File: config.mk
export PLATFORM = sky130hd
export DESIGN_NAME = rgb_ycbcr_seq_flat
export DESIGN_NICKNAME = d
export VERILOG_FILES = /design/src/rtl/rgb_ycbcr_pkg.sv /design/src/rtl/rgb_ycbcr_if.sv /design/src/rtl/rgb_ycbcr_mac.sv /design/src/rtl/rgb_ycbcr_seq.sv /design/src/flat_wrapper.sv
export SDC_FILE = /design/constraint.sdc
export NUM_CORES = 1
export LEC_CHECK = 0
export ABC_AREA = 1
export ABC_CLOCK_PERIOD_IN_PS = 16149
export CAP_MARGIN = 25
export CORE_UTILIZATION = 69
export DETAILED_ROUTE_END_ITERATION = 12
export GPL_TIMING_DRIVEN = 0
export PLACE_DENSITY = 0.89
export SETUP_SLACK_MARGIN = 0.3
export SKIP_LAST_GASP = 1
export SLEW_MARGIN = 20
export SYNTH_ARGS = -nofsm -noshare
export SYNTH_HDL_FRONTEND = slang
export SYNTH_HIERARCHICAL = 1
export SYNTH_SLANG_ARGS = --single-unit
File: constraint.sdc
create_clock -name clk -period 16.15 [get_ports clk]
set_input_delay 3.23 -clock clk [delete_from_list [all_inputs] [get_ports clk]]
set_output_delay 3.23 -clock clk [all_outputs]
set_load 0.01 [all_outputs]
File: src/rtl/rgb_ycbcr_pkg.sv
// Shared widths, FSM state encoding, config address map and index helpers
// for the time-multiplexed RGB->YCbCr sequencer.
// Optional build macro: RGB_YCBCR_OFFSET_EN (adds offset registers at 9..11).
package rgb_ycbcr_pkg;

  localparam int COEF_W   = 29;
  localparam int PIX_W    = 25;
  localparam int ACC_W    = 30;
  localparam int OUT_W    = 16;
  localparam int NUM_COEF = 9;
  localparam int ADDR_W   = 4;

  localparam logic [ADDR_W-1:0] ADDR_C1   = 4'd0;
  localparam logic [ADDR_W-1:0] ADDR_C2   = 4'd1;
  localparam logic [ADDR_W-1:0] ADDR_C3   = 4'd2;
  localparam logic [ADDR_W-1:0] ADDR_C4   = 4'd3;
  localparam logic [ADDR_W-1:0] ADDR_C5   = 4'd4;
  localparam logic [ADDR_W-1:0] ADDR_C6   = 4'd5;
  localparam logic [ADDR_W-1:0] ADDR_C7   = 4'd6;
  localparam logic [ADDR_W-1:0] ADDR_C8   = 4'd7;
  localparam logic [ADDR_W-1:0] ADDR_C9   = 4'd8;
  localparam logic [ADDR_W-1:0] ADDR_OFS0 = 4'd9;
  localparam logic [ADDR_W-1:0] ADDR_OFS1 = 4'd10;
  localparam logic [ADDR_W-1:0] ADDR_OFS2 = 4'd11;

  // Highest writable config address in this build.
`ifdef RGB_YCBCR_OFFSET_EN
  localparam logic [ADDR_W-1:0] ADDR_LAST = ADDR_OFS2;
`else
  localparam logic [ADDR_W-1:0] ADDR_LAST = ADDR_C9;
`endif

  typedef enum logic [1:0] {
    IDLE = 2'd0,
    CALC = 2'd1,
    OUT  = 2'd2
  } state_t;

  // Output row (accumulator) touched by product index idx (idx / 3).
  function automatic logic [1:0] mac_row(input logic [3:0] idx);
    case (idx)
      4'd0, 4'd1, 4'd2: return 2'd0;
      4'd3, 4'd4, 4'd5: return 2'd1;
      default:          return 2'd2;
    endcase
  endfunction

  // Pixel channel used by product index idx (idx % 3): 0=r, 1=g, 2=b.
  function automatic logic [1:0] mac_col(input logic [3:0] idx);
    case (idx)
      4'd0, 4'd3, 4'd6: return 2'd0;
      4'd1, 4'd4, 4'd7: return 2'd1;
      default:          return 2'd2;
    endcase
  endfunction

endpackage

File: src/rtl/rgb_ycbcr_if.sv
// Config, pixel-in and result-out signals of the sequencer bundled as one
// interface. The sequencer takes the slave view; its driver takes master.
interface rgb_ycbcr_if;
  import rgb_ycbcr_pkg::*;

  logic              cfg_we;
  logic [ADDR_W-1:0] cfg_addr;
  logic [COEF_W-1:0] cfg_data;
  logic              cfg_err;
  logic              in_valid;
  logic              in_ready;
  logic [PIX_W-1:0]  r;
  logic [PIX_W-1:0]  g;
  logic [PIX_W-1:0]  b;
  logic              out_valid;
  logic              out_ready;
  logic [OUT_W-1:0]  col_1;
  logic [OUT_W-1:0]  col_2;
  logic [OUT_W-1:0]  col_3;
  logic              busy;

  modport master (
    output cfg_we, cfg_addr, cfg_data, in_valid, r, g, b, out_ready,
    input  cfg_err, in_ready, out_valid, col_1, col_2, col_3, busy
  );

  modport slave (
    input  cfg_we, cfg_addr, cfg_data, in_valid, r, g, b, out_ready,
    output cfg_err, in_ready, out_valid, col_1, col_2, col_3, busy
  );

endinterface

File: src/rtl/rgb_ycbcr_mac.sv
// Shared multiply-accumulate: acc_out = acc_in + coef*pix, everything
// wrapping modulo 2^ACC_W. Purely combinational; the sequencer owns state.
module rgb_ycbcr_mac
  import rgb_ycbcr_pkg::*;
(
  input  logic [ACC_W-1:0]  acc_in,
  input  logic [COEF_W-1:0] coef,
  input  logic [PIX_W-1:0]  pix,
  output logic [ACC_W-1:0]  acc_out
);

  // Only the low ACC_W bits of the product survive, and those depend only
  // on the low ACC_W bits of each operand, so the multiplier is ACC_W wide.
  function automatic logic [ACC_W-1:0] mul_wrap(input logic [COEF_W-1:0] c,
                                                 input logic [PIX_W-1:0]  p);
    return ACC_W'(c) * ACC_W'(p);
  endfunction

  function automatic logic [ACC_W-1:0] add_wrap(input logic [ACC_W-1:0] a,
                                                input logic [ACC_W-1:0] p);
    return a + p;
  endfunction

  assign acc_out = add_wrap(acc_in, mul_wrap(coef, pix));

endmodule

File: src/rtl/rgb_ycbcr_seq.sv
// RGB->YCbCr sequencer: one pixel at a time, nine products through a single
// shared MAC (one per CALC cycle), results held in OUT until accepted.
// Optional build macro: RGB_YCBCR_OFFSET_EN -- per-output offset registers
// at cfg_addr 9..11 preload the accumulators on accept.
module rgb_ycbcr_seq
  import rgb_ycbcr_pkg::*;
(
  input  logic        clk,
  input  logic        rst_n,
  rgb_ycbcr_if.slave  io
);

  state_t            state_q, state_d;
  logic [3:0]        idx_q, idx_d;
  logic [COEF_W-1:0] coef_q [NUM_COEF];
  logic [COEF_W-1:0] coef_d [NUM_COEF];
  logic [PIX_W-1:0]  r_q, r_d, g_q, g_d, b_q, b_d;
  logic [ACC_W-1:0]  acc_q [3];
  logic [ACC_W-1:0]  acc_d [3];
  logic              cfg_err_q, cfg_err_d;
`ifdef RGB_YCBCR_OFFSET_EN
  logic [OUT_W-1:0]  ofs_q [3];
  logic [OUT_W-1:0]  ofs_d [3];
`endif

  logic              cfg_ok;
  logic [1:0]        row, col;
  logic [ACC_W-1:0]  mac_acc_in, mac_acc_out;
  logic [COEF_W-1:0] mac_coef;
  logic [PIX_W-1:0]  mac_pix;

  rgb_ycbcr_mac u_mac (
    .acc_in  (mac_acc_in),
    .coef    (mac_coef),
    .pix     (mac_pix),
    .acc_out (mac_acc_out)
  );

  // MAC operand selection, config writes and FSM next-state.
  always_comb begin
    state_d   = state_q;
    idx_d     = idx_q;
    coef_d    = coef_q;
    r_d       = r_q;
    g_d       = g_q;
    b_d       = b_q;
    acc_d     = acc_q;
`ifdef RGB_YCBCR_OFFSET_EN
    ofs_d     = ofs_q;
`endif

    row = mac_row(idx_q);
    col = mac_col(idx_q);
    case (row)
      2'd0:    mac_acc_in = acc_q[0];
      2'd1:    mac_acc_in = acc_q[1];
      default: mac_acc_in = acc_q[2];
    endcase
    mac_coef = coef_q[idx_q];
    case (col)
      2'd0:    mac_pix = r_q;
      2'd1:    mac_pix = g_q;
      default: mac_pix = b_q;
    endcase

    // Writes only land while idle and inside the address map; anything
    // else is dropped and flagged for one cycle.
    cfg_ok    = io.cfg_we && (state_q == IDLE) && (io.cfg_addr <= ADDR_LAST);
    cfg_err_d = io.cfg_we && !cfg_ok;
    for (int i = 0; i < NUM_COEF; i++) begin
      if (cfg_ok && (io.cfg_addr == ADDR_W'(i))) coef_d[i] = io.cfg_data;
    end
`ifdef RGB_YCBCR_OFFSET_EN
    for (int i = 0; i < 3; i++) begin
      if (cfg_ok && (io.cfg_addr == ADDR_OFS0 + ADDR_W'(i)))
        ofs_d[i] = io.cfg_data[OUT_W-1:0];
    end
`endif

    case (state_q)
      IDLE: begin
        if (io.in_valid) begin
          state_d = CALC;
          idx_d   = 4'd0;
          r_d     = io.r;
          g_d     = io.g;
          b_d     = io.b;
          for (int i = 0; i < 3; i++) begin
`ifdef RGB_YCBCR_OFFSET_EN
            acc_d[i] = ACC_W'(ofs_q[i]);
`else
            acc_d[i] = '0;
`endif
          end
        end
      end
      CALC: begin
        for (int i = 0; i < 3; i++) begin
          if (row == 2'(i)) acc_d[i] = mac_acc_out;
        end
        if (idx_q == 4'd8) begin
          state_d = OUT;
          idx_d   = 4'd0;
        end else begin
          idx_d   = idx_q + 4'd1;
        end
      end
      OUT: begin
        if (io.out_ready) state_d = IDLE;
      end
      default: state_d = IDLE;
    endcase
  end

  // State, coefficient, pixel and accumulator registers; reset clears all.
  always_ff @(posedge clk or negedge rst_n) begin
    if (!rst_n) begin
      state_q   <= IDLE;
      idx_q     <= 4'd0;
      coef_q    <= '{default: '0};
      r_q       <= '0;
      g_q       <= '0;
      b_q       <= '0;
      acc_q     <= '{default: '0};
      cfg_err_q <= 1'b0;
`ifdef RGB_YCBCR_OFFSET_EN
      ofs_q     <= '{default: '0};
`endif
    end else begin
      state_q   <= state_d;
      idx_q     <= idx_d;
      coef_q    <= coef_d;
      r_q       <= r_d;
      g_q       <= g_d;
      b_q       <= b_d;
      acc_q     <= acc_d;
      cfg_err_q <= cfg_err_d;
`ifdef RGB_YCBCR_OFFSET_EN
      ofs_q     <= ofs_d;
`endif
    end
  end

  assign io.in_ready  = (state_q == IDLE);
  assign io.out_valid = (state_q == OUT);
  assign io.busy      = (state_q != IDLE);
  assign io.cfg_err   = cfg_err_q;
  assign io.col_1     = acc_q[0][OUT_W-1:0];
  assign io.col_2     = acc_q[1][OUT_W-1:0];
  assign io.col_3     = acc_q[2][OUT_W-1:0];

endmodule

File: src/flat_wrapper.sv
// flat-port wrapper written by rule: the top's interface ports become plain ports
module rgb_ycbcr_seq_flat import rgb_ycbcr_pkg::*;
  (clk, rst_n, io_cfg_we, io_cfg_addr, io_cfg_data, io_in_valid, io_r, io_g, io_b, io_out_ready, io_cfg_err, io_in_ready, io_out_valid, io_col_1, io_col_2, io_col_3, io_busy);
  rgb_ycbcr_if io_i ();
  input  logic clk;
  input  logic rst_n;
  input wire logic [$bits(io_i.cfg_we)-1:0] io_cfg_we;
  input wire logic [$bits(io_i.cfg_addr)-1:0] io_cfg_addr;
  input wire logic [$bits(io_i.cfg_data)-1:0] io_cfg_data;
  input wire logic [$bits(io_i.in_valid)-1:0] io_in_valid;
  input wire logic [$bits(io_i.r)-1:0] io_r;
  input wire logic [$bits(io_i.g)-1:0] io_g;
  input wire logic [$bits(io_i.b)-1:0] io_b;
  input wire logic [$bits(io_i.out_ready)-1:0] io_out_ready;
  output wire logic [$bits(io_i.cfg_err)-1:0] io_cfg_err;
  output wire logic [$bits(io_i.in_ready)-1:0] io_in_ready;
  output wire logic [$bits(io_i.out_valid)-1:0] io_out_valid;
  output wire logic [$bits(io_i.col_1)-1:0] io_col_1;
  output wire logic [$bits(io_i.col_2)-1:0] io_col_2;
  output wire logic [$bits(io_i.col_3)-1:0] io_col_3;
  output wire logic [$bits(io_i.busy)-1:0] io_busy;
  assign io_i.cfg_we = io_cfg_we;
  assign io_i.cfg_addr = io_cfg_addr;
  assign io_i.cfg_data = io_cfg_data;
  assign io_i.in_valid = io_in_valid;
  assign io_i.r = io_r;
  assign io_i.g = io_g;
  assign io_i.b = io_b;
  assign io_i.out_ready = io_out_ready;
  assign io_cfg_err = io_i.cfg_err;
  assign io_in_ready = io_i.in_ready;
  assign io_out_valid = io_i.out_valid;
  assign io_col_1 = io_i.col_1;
  assign io_col_2 = io_i.col_2;
  assign io_col_3 = io_i.col_3;
  assign io_busy = io_i.busy;
  rgb_ycbcr_seq u_core (.clk(clk), .rst_n(rst_n), .io(io_i));
endmodule
==> results.md <==
- The flow ran to the end, and the final reports show no timing, DRC or antenna violations.
- For this run, the share of the core covered by cells in the final layout is 0.8093.
- The hold buffer count at cts is 0.
- The iteration-0 DRC count of the detailed router is around 1,400.
- After clock tree synthesis, the setup repair step added 0 buffers.
- In the final layout, the share of cells above drive strength 1 is 0.07453.
- Clock skew on the completed layout was measured at 0.02882 ns.
- For the worst setup path, the data arrival time is 8.51 ns.
- The floorplan row count is 57.
- The overall global routing resource usage is 0.3789.
- The final setup violation count is 0.
- Counting both buffers and inverters, the worst setup path holds a total of 9.
- The first global-routing pass estimated between 70,000 and 80,000 µm of wire.
- The number of global-route vias before repair is ~15,000.
- The initial antenna violation count is 0.
- The number of port buffers is 124.
- The CTS buffer count is 27.
- Along the worst path, the maximum fanout reaches 7.
- The clock root buffer is sky130_fd_sc_hd__clkbuf_16.
- The vertical die dimension is around 160 µm.
- Clock tree synthesis found a total of around 250 sinks.
- The worst hold path passes through 2 cells.
- In this run the count of I/O pins placed on the die edge is 165.
- Counting tap cells, the placed design contains a total of 2,694 instances.
- Max-cap violations in this run came to 0.
- STA classifies the critical path endpoint as a flop.
- The layout net count is 2,691.
- The die is 159.1 µm wide.
- Of the available clock period, the critical path in the final layout requires 0.4969.
- Counting buffers and inverters, the worst setup path is 33 cells deep.
- The repair_antennas step left the layout with diodes totalling 0.
- The worst path needs around 8 ns of the cycle, external delays included.
- The peak clock frequency supported by timing is ~120 MHz.
- The first-pass detailed-route iteration total is 6.
- Synthesis handed over a netlist of between 2,000 and 2,500 instances.
- The maximum level of the CTS H-tree is 1.
- The clock insertion delay at the later pin of the skew report is ~0.55 ns.
- The required time of the critical path is roughly 17 ns.
- The total number of vias is about 15,000.
- Detailed placement ended at an HPWL of ~36,000 µm.
- The post-synthesis area per instance is about 7.6 µm².
- Excluding fillers, the count of instances in the completed layout stands at about 2,700.
- The initial utilization of the core area, before any placement, comes to 0.7023.
- In this run, post-CTS repair resized a total of 0 instances.
- The CTS tree is done.
- After clock tree synthesis, the clock-pin slew on the worst setup and hold paths is around 0.06 ns.
- The count of yosys warnings during synthesis is 6.
- The final estimated routing congestion in global placement is 0.9556.
- The family of cells with the greatest summed delay on the critical path is adder cells.
- The average via count per standard cell is approximately 5.5.
- The pin slew with the least headroom to its limit is about 0.6 ns.
- Global routing finished with a remaining overflow of 0.
- After detailed routing, the average wire length per cell comes to between 15 and 20 µm.
- Counting every net in the synthesized netlist gives 2,536.
- The type of element launching the critical path is a flop.
- The worst setup path category is reg2reg.
- The number of hold violations in the final report is 0.
- The worst pin sits at a relative slew slack of 0.5964.
- The largest single stage delay on the critical path is 0.56 ns.
- The number of max-slew violations in the final report is 0.
- The area added between synthesis and finish is 15.24%.
- The slowest stage of the critical path is the sky130_fd_sc_hd__fa_1 cell.
- Entering global routing, the biggest net connects 98 pins.
- The worst register-to-register path has a depth of 33.
- The cell area that synthesis handed to floorplanning was ~17,000 µm².
- Setup repair after global routing left no endpoint under its margin.
- The final antenna-violating net count is 0.
- In the routed design, unresolved DRC markers number 0.
- The floorplan step defined a core boundary enclosing ~24,000 µm².
- The type of the worst min-delay path is reg2reg.
- The die covers approximately 25,000 µm².
- The buffer levels on the longest clock path is 3.
- After routing, the total negative slack on setup checks comes to 0 ns.
- The routed wire length is 46,480 µm.
-- worst reg2reg max path: cells and delay by family (launching register included) --
family | cells | cell delay, ns
buf+inv | 9 | 1.57
fa+ha+maj | 9 | 3.91
flops | 1 | 0.49
compound gates | 3 | 0.54
simple gates | 11 | 1.29
xor+xnor | 1 | 0.14
-- stage by stage --
stage | area (µm²) | hold WS [ns] | setup WS [ns]
3_5_place_dp | 18740 | 0.4653 | 8.268
6_report | 19630 | 0.4804 | 8.124
4_1_cts | 19630 | 0.4814 | 8.241
3_3_place_gp | 18680 | 0.4641 | 1.568
5_1_grt | 19630 | 0.4938 | 7.683
2_1_floorplan | 17030 | 0.4492 | 9.465
-- cell usage in the layout (no fill, tap or decap), types with 2 or more instances in the layout --
cell / instances
sky130_fd_sc_hd__clkbuf_8: 8
sky130_fd_sc_hd__inv_1: 316
sky130_fd_sc_hd__nor3_1: 2
sky130_fd_sc_hd__xor2_1: 8
sky130_fd_sc_hd__clkbuf_2: 3
sky130_fd_sc_hd__fa_1: 107
sky130_fd_sc_hd__buf_4: 60
sky130_fd_sc_hd__clkinv_2: 2
sky130_fd_sc_hd__clkdlybuf4s50_1: 123
sky130_fd_sc_hd__nor2_4: 3
sky130_fd_sc_hd__clkbuf_16: 27
sky130_fd_sc_hd__a21oi_1: 39
sky130_fd_sc_hd__inv_2: 2
sky130_fd_sc_hd__inv_6: 2
sky130_fd_sc_hd__ha_1: 72
sky130_fd_sc_hd__dfrtp_1: 247
sky130_fd_sc_hd__nand3_1: 88
sky130_fd_sc_hd__bufinv_16: 2
sky130_fd_sc_hd__nand2_1: 845
sky130_fd_sc_hd__a21o_1: 3
sky130_fd_sc_hd__o22ai_1: 3
sky130_fd_sc_hd__nor2_1: 29
sky130_fd_sc_hd__o211ai_1: 32
sky130_fd_sc_hd__o21ai_1: 22
sky130_fd_sc_hd__nand2_2: 4
sky130_fd_sc_hd__nand3_2: 2
sky130_fd_sc_hd__buf_2: 52
sky130_fd_sc_hd__buf_16: 2
sky130_fd_sc_hd__o21ai_0: 144
sky130_fd_sc_hd__o21ai_2: 2
sky130_fd_sc_hd__clkbuf_1: 132
sky130_fd_sc_hd__xnor2_1: 5
sky130_fd_sc_hd__buf_1: 13
sky130_fd_sc_hd__nor2_2: 3
-- sequential cells by signal, indices dropped and copies added, names as in the netlist --
name               flops
u_core/io.col_1       16
u_core/coef_q        144
u_core/io.col_3       16
u_core/state_q         2
u_core/b_q            16
u_core/io.cfg_err      1
u_core/io.col_2       16
u_core/idx_q           4
u_core/g_q            16
u_core/r_q            16
-- final timing paths --
path / start / to / slack (ns)
worst max register to register: u_core/idx_q[0] / u_core/io.col_1[15] / 8.12
min in group asynchronous: rst_n / u_core/io.col_1[12] / 2.61
worst min register to register: u_core/g_q[1] / u_core/g_q[1] / 0.48
worst max-delay path: u_core/idx_q[0] / u_core/io.col_1[15] / 8.12
worst min-delay path: u_core/g_q[1] / u_core/g_q[1] / 0.48
max in group asynchronous: rst_n / u_core/coef_q[33] / 12.26
-- cell type report --
class,count,area [µm²]
Buffer,257,1266
Clock buffer,39,800.8
Clock inverter,6,87.58
Fill cell,1627,4623
Inverter,319,1197
Multi-Input combinational cell,1421,8386
Sequential cell,247,6181
Tap cell,324,405.4
Timing Repair Buffer,126,1301
-- routing by layer --
| layer | global-route usage | part of all wire | vias to the layer above |
|---|---|---|---|
| met3 | 0.06460 | 0.079 | 151 |
| li1 | - | - | 6975 |
| met4 | 0.1512 | 0.039 | 0 |
| met1 | 0.4790 | 0.38 | 7215 |
| met5 | 0 | 0 | - |
| met2 | 0.6517 | 0.50 | 726 |
Power is left out: the tool's default activity adds up to more than one toggle a clock period on the data nets, which glitch-free logic cannot reach.
